`src/rtl/mix_columns_engine.sv`:
```
// Sequential AES MixColumns / InvMixColumns over a full 128-bit state.
// The state is transformed in place, COLS_PER_CYCLE columns per clock, behind valid/ready handshakes.
module mix_columns_engine #(
    parameter int COLS_PER_CYCLE = 1
) (
    input  logic         clk,
    input  logic         rst,
    input  logic         in_valid,
    output logic         in_ready,
    input  logic         in_inverse,
    input  logic [127:0] in_state,
    output logic         out_valid,
    input  logic         out_ready,
    output logic [127:0] out_state,
    output logic         busy
);

    localparam int NUM_BEATS = 4 / COLS_PER_CYCLE;
    localparam logic [1:0] LAST_BEAT = 2'(NUM_BEATS - 1);

    generate
        if (COLS_PER_CYCLE != 1 && COLS_PER_CYCLE != 2 && COLS_PER_CYCLE != 4) begin : g_bad_cols
            $error("mix_columns_engine: COLS_PER_CYCLE must be 1, 2 or 4");
        end
    endgenerate

    typedef enum logic [1:0] {
        IDLE,
        RUN,
        DONE
    } state_t;

    state_t       state;
    state_t       state_next;
    logic [1:0]   cnt;
    logic [1:0]   cnt_next;
    logic [127:0] work;
    logic [127:0] work_next;
    logic         inverse_q;
    logic         inverse_next;
    logic         accept;

    function automatic logic [7:0] xtime(input logic [7:0] b);
        return {b[6:0], 1'b0} ^ (b[7] ? 8'h1b : 8'h00);
    endfunction

    // Byte 0 of a column sits in bits [31:24]; every multiple is built from the x2/x4/x8 chain.
    function automatic logic [31:0] mix_column(input logic [31:0] col, input logic inverse);
        logic [7:0]  a  [4];
        logic [7:0]  x2 [4];
        logic [7:0]  x4 [4];
        logic [7:0]  x8 [4];
        logic [7:0]  m3 [4];
        logic [7:0]  m9 [4];
        logic [7:0]  mb [4];
        logic [7:0]  md [4];
        logic [7:0]  me [4];
        logic [31:0] res;
        int          r1;
        int          r2;
        int          r3;
        for (int k = 0; k < 4; k++) begin
            a[k]  = col[31-8*k -: 8];
            x2[k] = xtime(a[k]);
            x4[k] = xtime(x2[k]);
            x8[k] = xtime(x4[k]);
            m3[k] = x2[k] ^ a[k];
            m9[k] = x8[k] ^ a[k];
            mb[k] = x8[k] ^ x2[k] ^ a[k];
            md[k] = x8[k] ^ x4[k] ^ a[k];
            me[k] = x8[k] ^ x4[k] ^ x2[k];
        end
        res = '0;
        for (int r = 0; r < 4; r++) begin
            r1 = (r + 1) % 4;
            r2 = (r + 2) % 4;
            r3 = (r + 3) % 4;
            if (inverse) begin
                res[31-8*r -: 8] = me[r] ^ mb[r1] ^ md[r2] ^ m9[r3];
            end else begin
                res[31-8*r -: 8] = x2[r] ^ m3[r1] ^ a[r2] ^ a[r3];
            end
        end
        return res;
    endfunction

    always_comb begin
        state_next   = state;
        cnt_next     = cnt;
        work_next    = work;
        inverse_next = inverse_q;
        in_ready     = 1'b0;
        out_valid    = 1'b0;
        busy         = 1'b0;
        accept       = 1'b0;

        case (state)
            IDLE: begin
                in_ready = 1'b1;
            end
            RUN: begin
                busy = 1'b1;
                for (int j = 0; j < COLS_PER_CYCLE; j++) begin
                    work_next[127 - 32*((int'(cnt) % NUM_BEATS)*COLS_PER_CYCLE + j) -: 32] =
                        mix_column(work[127 - 32*((int'(cnt) % NUM_BEATS)*COLS_PER_CYCLE + j) -: 32],
                                   inverse_q);
                end
                cnt_next = cnt + 2'd1;
                if (cnt == LAST_BEAT) begin
                    state_next = DONE;
                end
            end
            DONE: begin
                busy      = 1'b1;
                out_valid = 1'b1;
                in_ready  = out_ready;
                if (out_ready) begin
                    state_next = IDLE;
                end
            end
            default: begin
                state_next = IDLE;
            end
        endcase

        // A handoff in DONE may coincide with a new accept, which goes straight to RUN.
        accept = in_valid & in_ready;
        if (accept) begin
            work_next    = in_state;
            inverse_next = in_inverse;
            cnt_next     = 2'd0;
            state_next   = RUN;
        end
    end

    always_ff @(posedge clk) begin
        if (rst) begin
            state     <= IDLE;
            cnt       <= 2'd0;
            work      <= '0;
            inverse_q <= 1'b0;
        end else begin
            state     <= state_next;
            cnt       <= cnt_next;
            work      <= work_next;
            inverse_q <= inverse_next;
        end
    end

    assign out_state = (state == DONE) ? work : '0;

endmodule
```
`config.mk`:
```
export PLATFORM = sky130hd
export DESIGN_NAME = mix_columns_engine
export DESIGN_NICKNAME = d
export VERILOG_FILES = /design/src/rtl/mix_columns_engine.sv
export SDC_FILE = /design/constraint.sdc
export NUM_CORES = 1
export LEC_CHECK = 0
export CELL_PAD_IN_SITES_DETAIL_PLACEMENT = 0
export CELL_PAD_IN_SITES_GLOBAL_PLACEMENT = 1
export CORE_UTILIZATION = 37
export DETAILED_ROUTE_END_ITERATION = 16
export MAX_ROUTING_LAYER = met4
export PLACE_DENSITY = 0.91
export RECOVER_POWER = 100
export SLEW_MARGIN = 25
export SYNTH_ARGS = -nofsm -noshare
export SYNTH_HDL_FRONTEND = slang
export SYNTH_SLANG_ARGS = --single-unit
```
`constraint.sdc`:
```
create_clock -name clk -period 4.25 [get_ports clk]
set_clock_uncertainty 0.15 [all_clocks]
set_input_delay 0.6375 -clock clk [delete_from_list [all_inputs] [get_ports clk]]
set_output_delay 0.6375 -clock clk [all_outputs]
set_load 0.02 [all_outputs]
```
==> impl_metrics.yaml <==
job:
  drv_cap: 0
sta:
  period_needed_ps: 3860
  tns_ps: 0
  slew_headroom_pct: 3.78
  clock.fmax_mhz: 259
  drv_slew: 0
  worst_pin_slew_ps: 1440
  hold_viol: 0
  period_share_pct: 90.7
  setup-violations-final: 0
  rsz0062_at_grt: "false"
pwr:
  p_leak_nw: 4.95
  peakVddDrop_v: 0.000355
  p_total_mw: 6.33
  power_density_mw_per_mm2: 500
drt:
  firstDrtPassIters: 13
  final_antenna_net_count: 0
  drc: 0
  wirelength_um: 34700
  viasPerCell: 5.92
  num_vias: 8905
  drt_iter0_markers: 1509
  wl_per_cell_um: 23.1
global_routing:
  grt_max_degree: 94
  grt_use_total_pct: 27.5
  grt_pass1_wl_um: 52400
  grt_pass1_vias: 8829
  grt_overflow: 0
  antenna_found_initial: 0
floorplanning:
  dieArea_mm2: 0.0255
  die_h_um: 160
  core_region_area_mm2: 0.0244
  fp.dieW_um: 160
  io_pins: 264
  start_util_pct: 37.8
  fp-row-count: 57
synth:
  async_flop_share_pct: 0
  synth_ff_type: "dfxtp_1"
  ys_ff_latch: 133
  synth_cell_types: 43
  syn_avg_cell_area_um2: 9.61
  yosys-top-cells-area: "dfxtp_1 (29%), a222oi_1 (12%), xnor2_1 (12%)"
  synthTopCellsByCount: "and2_1 (133), dfxtp_1 (133), xnor2_1 (121)"
  yosysWarnings: 0
  post-synth-top-area-cell: "dfxtp_1"
  yosysTopAreaCellShare_pct: 28.9
  syn_area_mm2: 0.00921
  yosysSeqAreaShare_pct: 28.9
  synth_edf_count: 0
  synth_cells: 958
  synth_fp_nets: 1098
placed_design:
  place_area_mm2: 0.0121
  gp_congestion: 0.954
  portBuffers: 263
  dp_hpwl_um: 25000
critical_path:
  worst_ep_required_time_ps: 4460
  critPathMaxStageDelay_ps: 700
  cp_num_buf_inv: 2
  crit_type: "reg2reg"
  setup.worst_path.start_class: "flop"
  crit_chain: "clkbuf_2 -> mux4_1 -> clkbuf_1 -> xnor2_1 -> xnor2_1 -> xnor2_1 -> nand2_1 -> xnor2_1 -> a222oi_1 -> nor2_1"
  slowest_stage: "mux4_1"
  end_kind: "flop"
  cp_max_fo: 14
  path_common_cell: "xnor2_1"
  cp_top_family: "XOR/XNOR gates"
  worstPathArrival_ps: 4060
outcome:
  status: "completed"
cells_and_area:
  area_delta_synth_final_pct: 37.3
  layout.nets: 1308
  drive_above_1_share_pct: 8.89
  post-route-util_pct: 51.8
  num_antenna_cells: 0
  fin_area_mm2: 0.0126
cts:
  cts_resized: 0
  clk_latency_ps: 430
  cts_root_buffer: "clkbuf_16"
  cts_tree: "yes"
  cts_hold_buf: 0
  ctsHtreeMaxLevel: 4
  cts.clk_slew.worst_paths_ps: 60
  post_cts_buffers: 0
  numCtsBuffers: 17
  cts.path.max_buffers: 2
  clkSinkCount: 133
hold_path:
  hp-class: "reg2reg"
[worst min-delay path: cells and delay by family, from the launching register on]
family           cells  cell delay (ps)
AO/OA/AOI/OAI        1               70
flip-flops           1              340
AND/OR/NAND/NOR      1               80
[path summary, 6_finish.rpt]
check	endpoint	slack [ps]	startpoint	cells past startpoint
setup / recovery	work[119]	390	cnt[0]	10
hold / removal	work[46]	370	work[46]	2
setup reg to reg	work[119]	390	cnt[0]	10
hold reg to reg	work[46]	370	work[46]	2
[per-stage QoR]
stage / setup slack (ps) / hold WS (ps) / std cells
3_3_place_gp: 656 / 341 / 1467
6_report: 393 / 368 / 1505
5_1_grt: 193 / 397 / 1505
2_1_floorplan: 867 / 321 / 958
4_1_cts: 594 / 369 / 1504
3_5_place_dp: 596 / 356 / 1472
[state kept, by name, indices dropped and copies added, names as in the netlist]
name and cells:
cnt 2, inverse_q 1, state 2, work 128
[routing by layer]
metal	vias to the layer above	part of all wire, %	track usage, %
met1	4284	39	34.2
met5	-	0	-
met3	70	10	5.64
met4	0	2.6	9.83
met2	594	48	44.0
li1	3957	-	-
[layout by cell type, fill, tap and decap left out, types with 7 or more instances in the layout]
master and count:
clkdlybuf4s50_1 138, dfxtp_1 131, and2_1 126, dlygate4sd3_1 124, xnor2_1 123, a222oi_1 112, nor2_1 92, xor2_1 42
a21oi_1 36, mux4_2 30, nand3_1 22, nand2_1 18, clkbuf_16 17, buf_4 17, xnor3_1 16, a22oi_1 16
o22ai_1 15, xnor2_2 10, mux2i_1 7
[cell families (layout without fill, tap and decap cells)]
family / after synthesis / count (layout) / share of synthesized area, %
flip-flops: 133 / 133 / 28.9
multiplexers: 40 / 40 / 8.79
AND/OR/NAND/NOR: 286 / 286 / 16.2
adder cells (fa/ha/maj): 7 / 7 / 0.951
buffers and inverters: 104 / 327 / 4.99
AO/OA/AOI/OAI: 191 / 191 / 17.2
XOR/XNOR: 197 / 197 / 23.0
[where the power goes]
| group | total [mW] | internal (mW) | switching, mW | leakage, nW |
|---|---|---|---|---|
| Sequential | 1.45 | 1.35 | 0.0934 | 1.09 |
| Combinational | 3.41 | 1.48 | 1.94 | 3.58 |
| Clock | 1.47 | 0.908 | 0.559 | 0.280 |
[cell type report]
cell class	count	area [um^2]
Timing Repair Buffer	289	2870
Clock buffer	24	482
Tap cell	324	405
Inverter	6	22.5
Sequential cell	133	2670
Fill cell	2247	11700
Multi-Input combinational cell	721	6100
Clock inverter	8	98.8
No activity file was read; power rests on OpenSTA's default activity.
